$ cat config.mk
export PLATFORM = sky130hd
export DESIGN_NAME = attack_commit_ctrl
export DESIGN_NICKNAME = d
export VERILOG_FILES = /design/src/rtl/attack_commit_ctrl.sv
export SDC_FILE = /design/constraint.sdc
export NUM_CORES = 1
export LEC_CHECK = 0
export BUFFER_PORTS_ARGS = -buffer_cell sky130_fd_sc_hd__buf_2
export CORE_UTILIZATION = 25
export CTS_BUF_LIST = sky130_fd_sc_hd__clkbuf_16
export CTS_CLUSTER_DIAMETER = 150
export DETAILED_ROUTE_END_ITERATION = 7
export SKIP_CTS_REPAIR_TIMING = 1
export SLEW_MARGIN = 20
export SYNTH_ARGS = -nofsm -noshare
export SYNTH_HDL_FRONTEND = slang
export SYNTH_SLANG_ARGS = --single-unit
$ cat constraint.sdc
create_clock -name CLK -period 4.7 [get_ports CLK]
set_input_delay 0.705 -clock CLK [delete_from_list [all_inputs] [get_ports CLK]]
set_output_delay 0.705 -clock CLK [all_outputs]
set_load 0.005 [all_outputs]
$ cat src/rtl/attack_commit_ctrl.sv
// Attack-entry controller: debounces FIREBTN, latches COORD, filters repeat shots
// and tracks hits and game end. Optional shot budget enabled by `define SHOT_LIMIT_EN.
module attack_commit_ctrl #(
  parameter int unsigned DEBOUNCE_CYCLES = 4,
  parameter logic [63:0] SHIP_MAP        = 64'h0000_0000_0000_000F,
  parameter int unsigned SHIP_CELLS      = 4,
  parameter int unsigned MAX_SHOTS       = 20
) (
  input  logic       CLK,
  input  logic       RST,
  input  logic [5:0] COORD,
  input  logic       FIREBTN,
  output logic       SHOTVALID,
  output logic       SHOTHIT,
  output logic       SHOTREPEAT,
  output logic [5:0] LASTCOORD,
  output logic [6:0] SHOTCOUNT,
  output logic [6:0] HITCOUNT,
  output logic       GAMEOVER,
  output logic       WIN,
  output logic [2:0] STATE_DBG
);

  typedef enum logic [2:0] {
    S_IDLE    = 3'd0,
    S_PRESS   = 3'd1,
    S_CHECK   = 3'd2,
    S_REPORT  = 3'd3,
    S_RELEASE = 3'd4,
    S_DONE    = 3'd5
  } state_e;

  localparam logic [7:0] DB_LAST  = 8'(DEBOUNCE_CYCLES - 1);
  localparam logic [6:0] WIN_HITS = 7'(SHIP_CELLS);

  state_e      state_q;
  logic [1:0]  sync_q;
  logic [7:0]  cnt_q;
  logic [5:0]  coord_q;
  logic [63:0] bitmap_q;
  logic        valid_q, hit_q, rep_q, over_q, win_q;
  logic [5:0]  last_q;
  logic [6:0]  shots_q, hits_q;

  logic fs;
  logic win_now;
  logic limit_hit;

  assign fs      = sync_q[1];
  assign win_now = (hits_q == WIN_HITS);

`ifdef SHOT_LIMIT_EN
  assign limit_hit = (shots_q == 7'(MAX_SHOTS));
`else
  // No budget: MAX_SHOTS is legal only from 1 up, so this term is always 0.
  assign limit_hit = (MAX_SHOTS == 0);
`endif

  always_ff @(posedge CLK or posedge RST) begin
    if (RST) begin
      state_q  <= S_IDLE;
      sync_q   <= 2'b00;
      cnt_q    <= 8'd0;
      coord_q  <= 6'd0;
      bitmap_q <= 64'd0;
      valid_q  <= 1'b0;
      hit_q    <= 1'b0;
      rep_q    <= 1'b0;
      last_q   <= 6'd0;
      shots_q  <= 7'd0;
      hits_q   <= 7'd0;
      over_q   <= 1'b0;
      win_q    <= 1'b0;
    end else begin
      sync_q  <= {sync_q[0], FIREBTN};
      valid_q <= 1'b0;
      hit_q   <= 1'b0;
      rep_q   <= 1'b0;
      case (state_q)
        S_IDLE: begin
          if (fs) begin
            state_q <= S_PRESS;
            cnt_q   <= 8'd1;
          end
        end
        S_PRESS: begin
          if (!fs) begin
            state_q <= S_IDLE;
            cnt_q   <= 8'd0;
          end else if (cnt_q == DB_LAST) begin
            state_q <= S_CHECK;
            coord_q <= COORD;
            cnt_q   <= 8'd0;
          end else begin
            cnt_q <= cnt_q + 8'd1;
          end
        end
        S_CHECK: begin
          state_q <= S_REPORT;
          if (bitmap_q[coord_q]) begin
            rep_q <= 1'b1;
          end else begin
            bitmap_q[coord_q] <= 1'b1;
            valid_q <= 1'b1;
            last_q  <= coord_q;
            if (shots_q != 7'd127) shots_q <= shots_q + 7'd1;
            if (SHIP_MAP[coord_q]) begin
              hit_q  <= 1'b1;
              hits_q <= hits_q + 7'd1;
            end
          end
        end
        S_REPORT: begin
          // Counts were updated on the CHECK edge, so they are current here.
          if (win_now) begin
            over_q  <= 1'b1;
            win_q   <= 1'b1;
            state_q <= S_DONE;
          end else if (limit_hit) begin
            over_q  <= 1'b1;
            state_q <= S_DONE;
          end else begin
            state_q <= S_RELEASE;
            cnt_q   <= 8'd0;
          end
        end
        S_RELEASE: begin
          if (fs) begin
            cnt_q <= 8'd0;
          end else if (cnt_q == DB_LAST) begin
            state_q <= S_IDLE;
            cnt_q   <= 8'd0;
          end else begin
            cnt_q <= cnt_q + 8'd1;
          end
        end
        S_DONE: begin
          state_q <= S_DONE;
        end
        default: state_q <= S_IDLE;
      endcase
    end
  end

  assign SHOTVALID  = valid_q;
  assign SHOTHIT    = hit_q;
  assign SHOTREPEAT = rep_q;
  assign LASTCOORD  = last_q;
  assign SHOTCOUNT  = shots_q;
  assign HITCOUNT   = hits_q;
  assign GAMEOVER   = over_q;
  assign WIN        = win_q;
  assign STATE_DBG  = state_q;

endmodule

# --- Word level (Yosys, flattened, before mapping) ---
# Memories as Yosys holds them, arrays and structs flattened.
# Cells that the tools add are included.
op_classes:
  n_addsub: 3
  n_lt_le_gt_ge: 2
  eq_ne: 13
  mux: 25
  bitwise: 2
  n_reduce_logical: 10
op_table:
  columns: ["op", "n"]
  rows:
  - ["bitwise OR 64 bit", 1]
  - ["2-to-1 mux 8 bit", 5]
  - ["case mux 8 bit (4 select lines)", 1]
  - ["case mux 3 bit (6 select lines)", 1]
  - ["2-to-1 mux 3 bit", 5]
  - ["adder 7 x 1 -> 7 bit, second input constant", 2]
  - ["AND reduction 3 bit", 4]
  - ["2-to-1 mux 1 bit", 11]
  - ["adder 8 x 1 -> 8 bit, second input constant", 1]
  - ["== test 8 x 2 -> 1 bit, second input constant", 1]
  - ["inequality test 2 bit, second input constant", 4]
  - ["== test 7 x 3 -> 1 bit, second input constant", 1]
  - ["< comparator 6 x 7 -> 1 bit, second input constant", 1]
  - ["inequality test 7 bit, second input constant", 1]
  - ["binary-select mux 1 bit (select 6 bit)", 1]
  - ["demux 1 bit (select 6 bit)", 1]
  - ["== test 3 x 2 -> 1 bit, second input constant", 2]
  - ["== test 3 bit, second input constant", 2]
  - [">= comparator 6 x 1 -> 1 bit, second input constant", 1]
  - ["AND reduction 2 bit", 2]
  - ["AND reduction 4 bit", 1]
  - ["nonzero test 4 bit", 1]
  - ["== test 3 x 1 -> 1 bit, second input constant", 1]
  - ["zero test 3 bit", 1]
  - ["other kinds (3)", 3]
word_totals:
  register_bits: 107
  rom_bits: 64
  output_inout_bits: 28
  n_memories: 1
memory_table:
  columns: ["name", "words", "word_bits", "read_ports", "rd_ports_with_merged_regs", "write_ports", "line", "text"]
  rows:
  - ["(no name shown)", 64, 1, 1, 0, 0, "107", "if (SHIP_MAP[coord_q]) begin"]

# --- Depth between registers and ports, before layout ---
# Gate-level depths: netlist of the first run.
depth:
  ltp_word: 5
  mapped_depth: 9
  mapped_depth_nobuf: 8

# --- Worst setup path after synthesis of the first run ---
# Ideal clock, no wire load.
synth_path:
  path_kind: "register to register"
  startpoint: "reg coord_q[0]"
  endpoint: "reg hits_q[6], in the netlist HITCOUNT[6]"
  setup_time_ps: 123
  t_arrival_ps: 2292
  t_required_ps: 4577
  setup_slack_ps: 2285
  stages_incl_launch_ff: 10
  cell_sequence: "dfrtp_1 > buf_4 > buf_1 > mux4_2 > a32oi_1 > nand4_1 > nor3_4 > buf_4 > nand4_1 > xnor2_1"
synth_between:
  elab_chain_cells: 4
  elab_cells_between_ends: 6
  classes_between: "mux (3); bitwise (1); reduce/logical (1); memory (1)"
synth_rtl:
  columns: ["element", "line", "text"]
  rows:
  - ["start: declaration", "39", "logic [5:0] coord_q;"]
  - ["start signal: assignment", "64", "coord_q <= 6'd0;"]
  - ["start signal: assignment", "92", "coord_q <= COORD;"]
  - ["parallel branches: the longest is 3 deep, another holds memory (64 x 1 bit)", null, null]
  - ["AND reduction 3 bit (no source line) *", null, null]
  - ["end signal: assignment", "109", "hits_q <= hits_q + 7'd1;"]
  - ["end: declaration", "43", "logic [6:0] shots_q, hits_q;"]
# Mark *: on every way between the ends. The select of a mux whose other input is x is not followed.
# A chain may end at the register's enable or synchronous reset.

# --- Worst setup path in the final report of the first run ---
layout_path:
  startpoint: "reg coord_q[0]"
  endpoint: "reg bitmap_q[25]"
layout_between:
  elab_chain_cells: 5
  elab_cells_between_ends: 10
  classes_between: "order compare (2); mux (4); bitwise (2); reduce/logical (2)"
layout_rtl:
  columns: ["element", "line", "text"]
  rows:
  - ["< comparator 6 x 7 -> 1 bit (implied by the code) / >= comparator 6 x 1 -> 1 bit (equally long branches)", "103", "bitmap_q[coord_q] <= 1'b1;"]
  - ["logical AND 1 bit (implied by the code)", "103", null]
  - ["2-to-1 mux 1 bit (implied by the code)", "103", null]
  - ["demux 1 bit (select 6 bit)", "103", null]
  - ["bitwise OR 64 bit (no source line)", null, null]
  - ["end signal: assignment", "65", "bitmap_q <= 64'd0;"]
  - ["end signal: indexed assignment", "103", null]
  - ["end: declaration", "40", "logic [63:0] bitmap_q;"]
# Several ways; a longest one is shown, not always the timed one. The select of a mux whose other input is x is not followed.

==> metrics.txt, run 1 <==
# TYPE chip_impl_metric gauge
chip_impl_metric{name="crit_fanout",unit=""} 18
chip_impl_metric{name="grt_pass1_wl",unit="µm"} 17660
chip_impl_metric{name="worst_hold_slack",unit="ps"} 364.1
chip_impl_metric{name="worst_ir_drop_vdd",unit="µV"} 183.3
chip_impl_metric{name="post_synth_net_total",unit=""} 392
chip_impl_metric{name="vias",unit=""} 3159
chip_impl_metric{name="detailed_route_drc_error_count",unit=""} 0
chip_impl_metric{name="drtAntennaViolNets",unit=""} 0
chip_impl_metric{name="place.port_buffers",unit=""} 36
chip_impl_metric{name="count_of_flip_flops_with_a_built_in_enable_after_synthesis",unit=""} 0
chip_impl_metric{name="global_route_overflow",unit=""} 0
chip_impl_info{name="timing_worst_setup_path_type",value="reg -> reg"} 1
chip_impl_metric{name="yosysWarnings",unit=""} 0
chip_impl_metric{name="antenna_found_initial",unit=""} 0
chip_impl_metric{name="setup_tns",unit="ps"} 0
chip_impl_metric{name="drt_first_iter_violations",unit=""} 260
chip_impl_metric{name="critPathArrivalTime",unit="ps"} 3710
chip_impl_metric{name="design.core.area",unit="µm²"} 18770
chip_impl_metric{name="final-max-slew-violation-count",unit=""} 0
chip_impl_metric{name="worst-slew-pin-transition",unit="ps"} 908.9
chip_impl_metric{name="total_net_switching_power",unit="mW"} 0.6027
chip_impl_metric{name="synthesis.area_per_instance",unit="µm²"} 12.67
chip_impl_metric{name="pwr-share-clk",unit="%"} 35.3
chip_impl_metric{name="grtUsageTotal",unit="%"} 11.61
chip_impl_metric{name="hold_viol_final",unit=""} 0
chip_impl_metric{name="place.gp.congestion",unit=""} 0.7671
chip_impl_info{name="ys_dominant_reg_cell",value="sky130_fd_sc_hd__dfrtp_1"} 1
chip_impl_metric{name="cts_buffers",unit=""} 9
chip_impl_info{name="synth_common_cells",value="107 x sky130_fd_sc_hd__dfrtp_1, 64 x sky130_fd_sc_hd__o21bai_1, 19 x sky130_fd_sc_hd__nand2_1"} 1
chip_impl_metric{name="design.final.nets",unit=""} 425
chip_impl_info{name="grt_setup_unrepaired",value="no"} 1
chip_impl_metric{name="ys_async_sr_fraction",unit="%"} 100.0
chip_impl_metric{name="placementRows",unit=""} 50
chip_impl_metric{name="layout_min_cycle_time",unit="ps"} 3451
chip_impl_metric{name="synth.ff_latch_count",unit=""} 107
chip_impl_metric{name="power.share.switching",unit="%"} 28.70
chip_impl_metric{name="gate_count_post_synth",unit=""} 378
chip_impl_metric{name="number_of_violations_of_the_max_capacitance_limit",unit=""} 0
chip_impl_info{name="tritoncts",value="done"} 1
chip_impl_info{name="netlist_top_cells_area",value="sky130_fd_sc_hd__dfrtp_1 56%, sky130_fd_sc_hd__o21bai_1 10%, sky130_fd_sc_hd__mux4_2 6.6%"} 1
chip_impl_metric{name="clkSlewWorstSetupHoldPaths",unit="ps"} 70
chip_impl_metric{name="die-area",unit="µm²"} 19720
chip_impl_metric{name="detail_route.wl_per_cell",unit="µm"} 16.53
chip_impl_info{name="post-synth-top-area-cell",value="sky130_fd_sc_hd__dfrtp_1"} 1
chip_impl_metric{name="area.growth.synth_to_final",unit="%"} 14.52
chip_impl_info{name="critPathLaunchType",value="flop"} 1
chip_impl_metric{name="die_h",unit="µm"} 140.4
chip_impl_metric{name="drive_gt1_share",unit="%"} 22.36
chip_impl_metric{name="max_fclk",unit="GHz"} 0.2898
chip_impl_metric{name="internal_power_contribution",unit="mW"} 1.498
chip_impl_metric{name="clock_latency",unit="ps"} 350
chip_impl_metric{name="synth.top_cell.area_share",unit="%"} 55.90
chip_impl_metric{name="number_of_diodes_added_for_antenna_fixing",unit=""} 0
chip_impl_metric{name="cts_max_level",unit=""} 3
chip_impl_metric{name="synth_area",unit="µm²"} 4790
chip_impl_metric{name="total_power_density_per_cell_area",unit="nW/µm²"} 382.9
chip_impl_metric{name="power",unit="mW"} 2.100
chip_impl_metric{name="fin_worst_skew",unit="ps"} 9.352
chip_impl_info{name="worst_hold_path_type",value="reg -> reg"} 1
chip_impl_metric{name="grt_pass1_vias",unit=""} 3236
chip_impl_metric{name="first_pass_iters",unit=""} 5
chip_impl_metric{name="post-dp-hpwl",unit="µm"} 7032
chip_impl_metric{name="worstPathRequired",unit="ps"} 4960
chip_impl_info{name="synthMostInstantiatedCell",value="sky130_fd_sc_hd__dfrtp_1"} 1
chip_impl_metric{name="p_leak",unit="nW"} 2.474
chip_impl_info{name="cts_root_buf",value="sky130_fd_sc_hd__clkbuf_16"} 1
chip_impl_metric{name="synthDistinctLibCells",unit=""} 47
chip_impl_metric{name="min_period_over_period",unit="%"} 73.42
chip_impl_metric{name="power_frac_comb",unit="%"} 12.8
chip_impl_metric{name="seq_power_share",unit="%"} 51.9
chip_impl_metric{name="worst_slew_margin_rel",unit="%"} 39.41
chip_impl_metric{name="num_io_pins",unit=""} 37
chip_impl_info{name="outcome",value="finished clean"} 1
chip_impl_metric{name="grt_start_max_net_pins",unit=""} 69
chip_impl_metric{name="cts.sinks",unit=""} 107
chip_impl_metric{name="setup_violations",unit=""} 0
chip_impl_metric{name="cts.path.max_buffers",unit=""} 2
chip_impl_metric{name="die-width",unit="µm"} 140.4
chip_impl_metric{name="ys_seq_area_share",unit="%"} 55.90
chip_impl_metric{name="number_of_vias_per_cell_after_detailed_routing",unit=""} 4.860
chip_impl_metric{name="postRouteWirelength",unit="µm"} 10740
chip_impl_metric{name="initial_utilization",unit="%"} 25.52
chip_impl_info{name="crit_end_category",value="flop"} 1
-- cells by family after synthesis --
| kind of cell | after synthesis | share of synthesized area [%] |
|---|---|---|
| AOI/OAI and AO/OA | 97 | 14.60 |
| xor gates and xnor gates | 12 | 2.194 |
| adders and majority gates | 5 | 1.306 |
| buffers and inverters | 21 | 2.064 |
| DFF | 107 | 55.90 |
| muxes | 36 | 11.55 |
| and+or+nand+nor | 100 | 12.38 |
-- registers in the layout, summed over array words and instances, names as in the netlist, 2 cells and up --
register   count
SHOTCOUNT      7
HITCOUNT       7
STATE_DBG      3
coord_q        6
sync_q         2
LASTCOORD      6
cnt_q          8
bitmap_q      64
-- final timing paths --
kind                                             start                        to  slack, ps  cells past startpoint
worst max-delay path            coord_q[0]$_DFFE_PP0P_  bitmap_q[25]$_DFFE_PP0P_       1250                      7
worst min-delay path               sync_q[0]$_DFF_PP0_       sync_q[1]$_DFF_PP0_        360                      0
worst max register to register  coord_q[0]$_DFFE_PP0P_  bitmap_q[25]$_DFFE_PP0P_       1250                      7
worst min register to register     sync_q[0]$_DFF_PP0_       sync_q[1]$_DFF_PP0_        360                      0
max in group asynchronous                          RST  bitmap_q[43]$_DFFE_PP0P_       3170                      3
min in group asynchronous                          RST   HITCOUNT[0]$_DFFE_PP0P_        520                      2
-- worst max-delay path: stages (launching register included) --
cell and delay, ps:
sky130_fd_sc_hd__dfrtp_1 890, sky130_fd_sc_hd__buf_4 360, sky130_fd_sc_hd__mux4_2 520, sky130_fd_sc_hd__nand3b_1 100, sky130_fd_sc_hd__nand3_1 120, sky130_fd_sc_hd__nor3_4 700, sky130_fd_sc_hd__nand4b_2 390, sky130_fd_sc_hd__o21bai_1 280
-- area by class of cell --
cell class / count / area (µm²)
multi-input cells: 250 / 2013
clock buffers: 9 / 225.2
flip-flops and latches: 107 / 2678
clock inverters: 7 / 60.06
well taps: 234 / 292.8
fillers: 1924 / 13280
repair buffers: 38 / 195.2
inverters: 5 / 21.27
-- routing by layer --
metal  vias up  wire length [µm]  part of all wire, %  GRT usage, %
met1      1612              5116                   48         14.96
met3        13               483                  4.5         3.111
met4         0               164                  1.5         4.685
met2        77              4979                   46         18.47
met5         -                 0                    0             0
li1       1457                 -                    -             -
-- power by group through the flow --
stage,logic [mW],clock network (mW),registers [mW]
4_1_cts,0.271,0.765,1.09
3_5_place_dp,0.267,0,1.11
2_1_floorplan,0.277,0,1.01
3_3_place_gp,0.259,0,1.10
5_1_grt,0.298,0.794,1.10
6_report,0.269,0.741,1.09
-- cell usage in the layout, fill, tap and decap left out, types with 2 or more instances in the layout --
cell type                   synthesis  routed
sky130_fd_sc_hd__xor2_1             2       2
sky130_fd_sc_hd__buf_4              3       2
sky130_fd_sc_hd__nor2_1            15      15
sky130_fd_sc_hd__a21oi_1            5       5
sky130_fd_sc_hd__dfrtp_1          107     107
sky130_fd_sc_hd__nand4_1            4       4
sky130_fd_sc_hd__nand2b_1           3       3
sky130_fd_sc_hd__xnor2_1           10      10
sky130_fd_sc_hd__clkbuf_16          0       9
sky130_fd_sc_hd__nand3b_1           3       3
sky130_fd_sc_hd__nand2_2            3       3
sky130_fd_sc_hd__a32oi_1            4       4
sky130_fd_sc_hd__mux2i_1            8       8
sky130_fd_sc_hd__and4b_1            2       2
sky130_fd_sc_hd__nand3_1           15      15
sky130_fd_sc_hd__nor4b_1            2       2
sky130_fd_sc_hd__nor3b_1            4       4
sky130_fd_sc_hd__a31o_2             2       2
sky130_fd_sc_hd__ha_1               5       5
sky130_fd_sc_hd__clkinv_2           0       3
sky130_fd_sc_hd__or3b_2             2       2
sky130_fd_sc_hd__nor4bb_1           3       3
sky130_fd_sc_hd__nor3_1             4       4
sky130_fd_sc_hd__a22oi_1            2       2
sky130_fd_sc_hd__inv_1              5       5
sky130_fd_sc_hd__buf_2              1      36
sky130_fd_sc_hd__o31ai_1            3       3
sky130_fd_sc_hd__o21ai_0           12      12
sky130_fd_sc_hd__mux4_2            14      14
sky130_fd_sc_hd__nand2_1           19      19
sky130_fd_sc_hd__and3_1             6       6
sky130_fd_sc_hd__mux2_2            14      14
sky130_fd_sc_hd__o21bai_1          64      64
sky130_fd_sc_hd__nor2b_1            7       7
sky130_fd_sc_hd__nand4b_2           2       2
-- through the flow --
stage               std cells  worst slack (ps)  area (µm²)  utilization [%]
floorplan                 378              1178        4790                -
global placement          634              1269        5200            27.71
detailed placement        634              1216        5200            27.71
CTS                       650              1208        5485            29.23
global route              650             983.0        5485            29.23
finish                    650              1249        5485            29.23
No activity file was read; power rests on OpenSTA's default activity.
==> inputs of run 2 (changes only) <==
Clock period 4.7 ns to 3.52 ns, I/O delays scaled along.
==> metrics.txt, run 2 (synthesis gave the netlist of run 1 again) <==
# TYPE chip_impl_metric gauge
chip_impl_info{name="outcome",value="finished clean"} 1
chip_impl_metric{name="timing.critical_path.depth",unit=""} 8
chip_impl_metric{name="drtAntennaViolNets",unit=""} 0
chip_impl_metric{name="fillers",unit=""} 1881
chip_impl_metric{name="global_route_overflow",unit=""} 0
chip_impl_metric{name="postRouteWirelength",unit="µm"} 10840
chip_impl_metric{name="clkSlewWorstSetupHoldPaths",unit="ps"} 70
chip_impl_metric{name="use_met2",unit="%"} 19.00
chip_impl_metric{name="number_of_diodes_added_for_antenna_fixing",unit=""} 0
chip_impl_metric{name="timing.final.ws_setup",unit="ps"} 557.1
chip_impl_metric{name="power_frac_comb",unit="%"} 13.5
chip_impl_info{name="cp_slowest_cell",value="sky130_fd_sc_hd__dfrtp_2"} 1
chip_impl_metric{name="area.growth.synth_to_final",unit="%"} 15.23
chip_impl_info{name="crit_end_category",value="flop"} 1
chip_impl_metric{name="design.core.area",unit="µm²"} 18770
chip_impl_metric{name="die-area",unit="µm²"} 19720
chip_impl_info{name="tritoncts",value="done"} 1
chip_impl_info{name="top_usage_layer",value="met2"} 1
chip_impl_metric{name="num_io_pins",unit=""} 37
chip_impl_info{name="registers.top_by_ff_count",value="bitmap_q"} 1
chip_impl_info{name="critical_path.cell_chain",value="buf_4 -> mux4_2 -> a22oi_1 -> nand3_1 -> nor3_4 -> buf_4 -> nand3_1 -> o21bai_1"} 1
chip_impl_info{name="worst_hold_path_type",value="in -> reg"} 1
chip_impl_metric{name="drive_gt1_share",unit="%"} 23.44
chip_impl_metric{name="total_net_switching_power",unit="mW"} 0.8022
chip_impl_info{name="critPathLaunchType",value="flop"} 1
chip_impl_metric{name="cts_buffers",unit=""} 9
chip_impl_metric{name="critical_path.max_stage_delay",unit="ps"} 600
chip_impl_info{name="rr_endpoint",value="bitmap_q[21]$_DFFE_PP0P_"} 1
chip_impl_metric{name="post-place-ws",unit="ps"} 293.4
chip_impl_info{name="timing_worst_setup_path_type",value="reg -> reg"} 1
chip_impl_info{name="startpoint",value="coord_q[0]$_DFFE_PP0P_"} 1
chip_impl_metric{name="total_power_density_per_cell_area",unit="nW/µm²"} 509.4
chip_impl_metric{name="worst_ir_drop_vdd",unit="µV"} 225.6
chip_impl_metric{name="crit_fanout",unit=""} 16
chip_impl_info{name="crit_family",value="simple AND/OR/NAND/NOR gates"} 1
chip_impl_metric{name="seq_power_share",unit="%"} 51.1
chip_impl_info{name="most_frequent_standard_cell_in_the_layout_excluding_fill_and_tap_cells",value="sky130_fd_sc_hd__dfrtp_1"} 1
chip_impl_metric{name="grt_use_met3",unit="%"} 2.769
chip_impl_metric{name="worstRegToRegCells",unit=""} 8
chip_impl_info{name="grt_setup_unrepaired",value="no"} 1
chip_impl_metric{name="setup_violations",unit=""} 0
chip_impl_metric{name="cts_max_level",unit=""} 3
chip_impl_metric{name="design.final.nets",unit=""} 428
chip_impl_metric{name="max_fclk",unit="GHz"} 0.3375
chip_impl_metric{name="post-dp-hpwl",unit="µm"} 7281
chip_impl_metric{name="grt_pass1_vias",unit=""} 3332
chip_impl_metric{name="power.share.switching",unit="%"} 28.53
chip_impl_metric{name="die_h",unit="µm"} 140.4
chip_impl_metric{name="clock_latency",unit="ps"} 350
chip_impl_metric{name="layoutNonFillerInstCount",unit=""} 652
chip_impl_metric{name="min_period_over_period",unit="%"} 84.17
chip_impl_metric{name="cts.path.max_buffers",unit=""} 2
chip_impl_metric{name="number_of_vias_per_cell_after_detailed_routing",unit=""} 4.867
chip_impl_metric{name="grt_start_max_net_pins",unit=""} 87
chip_impl_metric{name="internal_power_contribution",unit="mW"} 2.009
chip_impl_metric{name="setup_tns",unit="ps"} 0
chip_impl_metric{name="pwr-share-clk",unit="%"} 35.3
chip_impl_metric{name="drt_first_iter_violations",unit=""} 265
chip_impl_metric{name="initial_utilization",unit="%"} 25.52
chip_impl_metric{name="layout_min_cycle_time",unit="ps"} 2963
chip_impl_info{name="cts_root_buf",value="sky130_fd_sc_hd__clkbuf_16"} 1
chip_impl_metric{name="vias",unit=""} 3173
chip_impl_metric{name="final-max-slew-violation-count",unit=""} 0
chip_impl_info{name="crit_path_capture",value="bitmap_q[21]$_DFFE_PP0P_"} 1
chip_impl_info{name="most-common-layout-cells",value="106 x sky130_fd_sc_hd__dfrtp_1, 64 x sky130_fd_sc_hd__o21bai_1, 36 x sky130_fd_sc_hd__buf_2"} 1
chip_impl_metric{name="grtUsageTotal",unit="%"} 11.71
chip_impl_metric{name="worstPathBufferInverterCount",unit=""} 2
chip_impl_info{name="startpoint_of_the_worst_register_to_register_path",value="coord_q[0]$_DFFE_PP0P_"} 1
chip_impl_metric{name="reg2reg_setup_slack",unit="ps"} 560
chip_impl_metric{name="worstPathRequired",unit="ps"} 3780
chip_impl_metric{name="first_pass_iters",unit=""} 4
chip_impl_metric{name="detailed_route_drc_error_count",unit=""} 0
chip_impl_metric{name="cts.sinks",unit=""} 107
chip_impl_metric{name="gr_layer_usage_met1",unit="%"} 15.60
chip_impl_metric{name="placementRows",unit=""} 50
chip_impl_metric{name="final_util",unit="%"} 29.41
chip_impl_metric{name="hold_viol_final",unit=""} 0
chip_impl_metric{name="detail_route.wl_per_cell",unit="µm"} 16.62
chip_impl_metric{name="p_leak",unit="nW"} 2.481
chip_impl_metric{name="worst_slew_margin_rel",unit="%"} 47.96
chip_impl_metric{name="antenna_found_initial",unit=""} 0
chip_impl_metric{name="die-width",unit="µm"} 140.4
chip_impl_info{name="reg_top3",value="bitmap_q x64, cnt_q x8"} 1
chip_impl_metric{name="dp.cells",unit=""} 637
chip_impl_metric{name="grt_pass1_wl",unit="µm"} 17880
chip_impl_metric{name="place.port_buffers",unit=""} 36
chip_impl_metric{name="critPathArrivalTime",unit="ps"} 3220
chip_impl_metric{name="number_of_violations_of_the_max_capacitance_limit",unit=""} 0
chip_impl_metric{name="worst-slew-pin-transition",unit="ps"} 780.5
chip_impl_metric{name="place.gp.congestion",unit=""} 0.7861
chip_impl_metric{name="largest_reg_flops",unit=""} 64
chip_impl_metric{name="fin_worst_skew",unit="ps"} 8.904
## run 2: metrics by stage
step / hold slack, ps / power [mW] / cell area (µm²)
after floorplan: 331.2 / 1.723 / 4790
after global placement: 356.1 / 1.822 / 5223
after detailed placement: 352.3 / 1.844 / 5223
after CTS: 278.3 / 2.846 / 5515
after global routing: 287.9 / 2.953 / 5519
final: 287.9 / 2.811 / 5519
## run 2: worst reg2reg max path, delay by kind of cell (launching register included)
kind / cells / cell delay (ps)
muxes: 1 / 530
AOI/OAI and AO/OA: 2 / 480
buffers and inverters: 2 / 610
and+or+nand+nor: 3 / 660
DFF: 1 / 600
## run 2: final cells by class
cell class	count	area, µm²	share of cell area (%)
clock inverters	6	67.56	1.224
inverters	5	23.77	0.4307
clock buffers	9	225.2	4.081
repair buffers	41	217.7	3.945
multi-input cells	250	2013	36.48
flip-flops and latches	107	2679	48.54
well taps	234	292.8	5.305
## run 2: power by group through the flow
stage | logic, mW | registers [mW] | clock network, mW
after floorplan | 0.370 | 1.35 | 0
after CTS | 0.385 | 1.44 | 1.02
final | 0.380 | 1.44 | 0.993
after detailed placement | 0.383 | 1.46 | 0
after global routing | 0.428 | 1.45 | 1.07
after global placement | 0.369 | 1.45 | 0
## run 2: worst min-delay path by stage
stage | startpoint | to | slack (ps) | cells past startpoint
2_1_floorplan | sync_q[0]$_DFF_PP0_ | sync_q[1]$_DFF_PP0_ | 330 | 0
3_3_place_gp | sync_q[0]$_DFF_PP0_ | sync_q[1]$_DFF_PP0_ | 360 | 0
3_5_place_dp | sync_q[0]$_DFF_PP0_ | sync_q[1]$_DFF_PP0_ | 350 | 0
4_1_cts | FIREBTN | sync_q[0]$_DFF_PP0_ | 280 | 1
5_1_grt | FIREBTN | sync_q[0]$_DFF_PP0_ | 290 | 1
6_report | FIREBTN | sync_q[0]$_DFF_PP0_ | 290 | 1
## run 2: layer usage
metal	part of all wire, %	up-vias
met2	48	86
li1	-	1463
met3	5.5	7
met4	0.86	0
met5	0	-
met1	46	1617
==> inputs of run 3 (changes only) <==
Clock period 3.52 ns to 2.9 ns, I/O delays scaled along.
==> metrics.txt, run 3 (synthesis gave the netlist of run 1 again) <==
# TYPE chip_impl_metric gauge
chip_impl_metric{name="vias",unit=""} 3247
chip_impl_metric{name="worst_hold_slack",unit="ps"} 201.1
chip_impl_metric{name="total_power_density_per_cell_area",unit="nW/µm²"} 640.4
chip_impl_metric{name="antenna_found_initial",unit=""} 0
chip_impl_metric{name="setup_tns",unit="ps"} 0
chip_impl_metric{name="number_of_violations_of_the_max_capacitance_limit",unit=""} 0
chip_impl_info{name="reg_top3",value="bitmap_q x64, cnt_q x8"} 1
chip_impl_metric{name="die-width",unit="µm"} 140.4
chip_impl_metric{name="timing.final.ws_setup",unit="ps"} 241.2
chip_impl_info{name="startpoint_of_the_worst_register_to_register_path",value="coord_q[0]$_DFFE_PP0P_"} 1
chip_impl_metric{name="number_of_diodes_added_for_antenna_fixing",unit=""} 0
chip_impl_metric{name="worstPathRequired",unit="ps"} 3130
chip_impl_metric{name="drtAntennaViolNets",unit=""} 0
chip_impl_metric{name="power_frac_comb",unit="%"} 15.8
chip_impl_metric{name="cts_max_level",unit=""} 3
chip_impl_info{name="tritoncts",value="done"} 1
chip_impl_info{name="startpoint",value="coord_q[0]$_DFFE_PP0P_"} 1
chip_impl_metric{name="detail_route.wl_per_cell",unit="µm"} 16.64
chip_impl_metric{name="total_net_switching_power",unit="mW"} 0.9756
chip_impl_info{name="timing_worst_setup_path_type",value="reg -> reg"} 1
chip_impl_metric{name="dp.cells",unit=""} 645
chip_impl_metric{name="reg2reg_setup_slack",unit="ps"} 240
chip_impl_metric{name="power.share.switching",unit="%"} 27.00
chip_impl_metric{name="hold_depth",unit=""} 1
chip_impl_metric{name="setup_violations",unit=""} 0
chip_impl_metric{name="post-dp-hpwl",unit="µm"} 7594
chip_impl_metric{name="die-area",unit="µm²"} 19720
chip_impl_metric{name="clkSlewWorstSetupHoldPaths",unit="ps"} 70
chip_impl_info{name="grt_setup_unrepaired",value="no"} 1
chip_impl_info{name="critPathLaunchType",value="flop"} 1
chip_impl_metric{name="placedInstanceArea",unit="µm²"} 5309
chip_impl_metric{name="grt_pass1_vias",unit=""} 3276
chip_impl_info{name="outcome",value="finished clean"} 1
chip_impl_metric{name="placementRows",unit=""} 50
chip_impl_metric{name="place.gp.congestion",unit=""} 0.8064
chip_impl_metric{name="layout_min_cycle_time",unit="ps"} 2659
chip_impl_metric{name="power",unit="mW"} 3.614
chip_impl_metric{name="clock_latency",unit="ps"} 350
chip_impl_metric{name="postRouteWirelength",unit="µm"} 11000
chip_impl_metric{name="pwr-share-clk",unit="%"} 37.6
chip_impl_metric{name="cts_buffers",unit=""} 9
chip_impl_metric{name="global_route_overflow",unit=""} 0
chip_impl_metric{name="drive_gt1_share",unit="%"} 24.12
chip_impl_info{name="most_frequent_standard_cell_in_the_layout_excluding_fill_and_tap_cells",value="sky130_fd_sc_hd__dfrtp_1"} 1
chip_impl_metric{name="max_fclk",unit="GHz"} 0.3761
chip_impl_metric{name="area.growth.synth_to_final",unit="%"} 17.82
chip_impl_metric{name="grt_pass1_wl",unit="µm"} 18240
chip_impl_metric{name="fin_worst_skew",unit="ps"} 5.565
chip_impl_metric{name="design.core.area",unit="µm²"} 18770
chip_impl_metric{name="largest_reg_flops",unit=""} 64
chip_impl_metric{name="worst-slew-pin-transition",unit="ps"} 858.1
chip_impl_metric{name="worst_slew_margin_rel",unit="%"} 42.67
chip_impl_metric{name="final-max-slew-violation-count",unit=""} 0
chip_impl_metric{name="internal_power_contribution",unit="mW"} 2.638
chip_impl_metric{name="cts.sinks",unit=""} 107
chip_impl_metric{name="layoutNonFillerInstCount",unit=""} 661
chip_impl_metric{name="p_leak",unit="nW"} 2.553
chip_impl_metric{name="worst_ir_drop_vdd",unit="µV"} 248.9
chip_impl_metric{name="min_period_over_period",unit="%"} 91.68
chip_impl_metric{name="die_h",unit="µm"} 140.4
chip_impl_info{name="most-common-layout-cells",value="107 x sky130_fd_sc_hd__dfrtp_1, 64 x sky130_fd_sc_hd__o21bai_1, 36 x sky130_fd_sc_hd__buf_2"} 1
chip_impl_metric{name="place.port_buffers",unit=""} 36
chip_impl_metric{name="initial_utilization",unit="%"} 25.52
chip_impl_info{name="cts_root_buf",value="sky130_fd_sc_hd__clkbuf_16"} 1
chip_impl_metric{name="design.final.nets",unit=""} 436
chip_impl_metric{name="grt_start_max_net_pins",unit=""} 38
chip_impl_metric{name="final_util",unit="%"} 30.07
chip_impl_metric{name="fin_area",unit="µm²"} 5643
chip_impl_metric{name="num_io_pins",unit=""} 37
chip_impl_metric{name="worstRegToRegCells",unit=""} 8
chip_impl_metric{name="drt_first_iter_violations",unit=""} 173
chip_impl_info{name="rr_endpoint",value="LASTCOORD[5]$_DFFE_PP0P_"} 1
chip_impl_metric{name="cts.path.max_buffers",unit=""} 2
chip_impl_metric{name="first_pass_iters",unit=""} 4
chip_impl_info{name="crit_end_category",value="flop"} 1
chip_impl_metric{name="post-place-ws",unit="ps"} 259.0
chip_impl_info{name="registers.top_by_ff_count",value="bitmap_q"} 1
chip_impl_metric{name="grtUsageTotal",unit="%"} 12.04
chip_impl_metric{name="crit_fanout",unit=""} 27
chip_impl_info{name="crit_path_capture",value="LASTCOORD[5]$_DFFE_PP0P_"} 1
chip_impl_info{name="worst_hold_path_type",value="in -> reg"} 1
chip_impl_metric{name="detailed_route_drc_error_count",unit=""} 0
chip_impl_metric{name="critPathArrivalTime",unit="ps"} 2890
chip_impl_metric{name="hold_viol_final",unit=""} 0
chip_impl_metric{name="seq_power_share",unit="%"} 46.7
chip_impl_metric{name="number_of_vias_per_cell_after_detailed_routing",unit=""} 4.912
==> run 3: cell count changes in the layout (fill, tap and decap cells not counted) <==
cell                        before  now
sky130_fd_sc_hd__buf_12          0    2
sky130_fd_sc_hd__buf_4           5   11
sky130_fd_sc_hd__bufinv_16       1    3
sky130_fd_sc_hd__clkinv_1        0    1
sky130_fd_sc_hd__clkinv_2        1    0
sky130_fd_sc_hd__clkinv_4        2    0
sky130_fd_sc_hd__dfrtp_1       106  107
sky130_fd_sc_hd__dfrtp_2         1    0
sky130_fd_sc_hd__inv_1           4    6
sky130_fd_sc_hd__inv_6           1    0
==> run 3: worst min-delay path by stage <==
stage | start | to | slack (ps)
final | FIREBTN | sync_q[0]$_DFF_PP0_ | 200
after global routing | FIREBTN | sync_q[0]$_DFF_PP0_ | 180
after CTS | FIREBTN | sync_q[0]$_DFF_PP0_ | 190
after detailed placement | sync_q[0]$_DFF_PP0_ | sync_q[1]$_DFF_PP0_ | 350
after global placement | sync_q[0]$_DFF_PP0_ | sync_q[1]$_DFF_PP0_ | 340
after floorplan | sync_q[0]$_DFF_PP0_ | sync_q[1]$_DFF_PP0_ | 330
==> run 3: power groups by stage <==
stage               clock, mW  sequential [mW]  combinational (mW)
detailed placement          0             1.71               0.576
global placement            0             1.70               0.555
finish                   1.36             1.69               0.569
CTS                      1.40             1.69               0.578
floorplan                   0             1.64               0.449
global route             1.45             1.70               0.629
==> run 3: layout make-up <==
class | count | area, µm²
Sequential cell | 107 | 2678
Tap cell | 234 | 292.8
Clock buffer | 9 | 225.2
Multi-Input combinational cell | 250 | 2013
Clock inverter | 7 | 108.9
Timing Repair Buffer | 49 | 302.8
Inverter | 5 | 22.52
Fill cell | 1880 | 13130
==> run 3: worst max-delay path: stages (launching register included) <==
cell and delay [ps]:
sky130_fd_sc_hd__dfrtp_1 370, sky130_fd_sc_hd__buf_12 220, sky130_fd_sc_hd__mux4_2 530, sky130_fd_sc_hd__a32oi_1 240, sky130_fd_sc_hd__nand4_1 180, sky130_fd_sc_hd__nor3_4 350
sky130_fd_sc_hd__buf_4 210, sky130_fd_sc_hd__nand2_2 120, sky130_fd_sc_hd__mux2_2 300
==> run 3: per-layer routing <==
layer	up-vias	wire length [µm]	track usage [%]
li1	1479	-	-
met5	-	0	0
met1	1665	5175	16.46
met4	0	196	3.355
met3	21	604	4.000
met2	82	5020	18.08
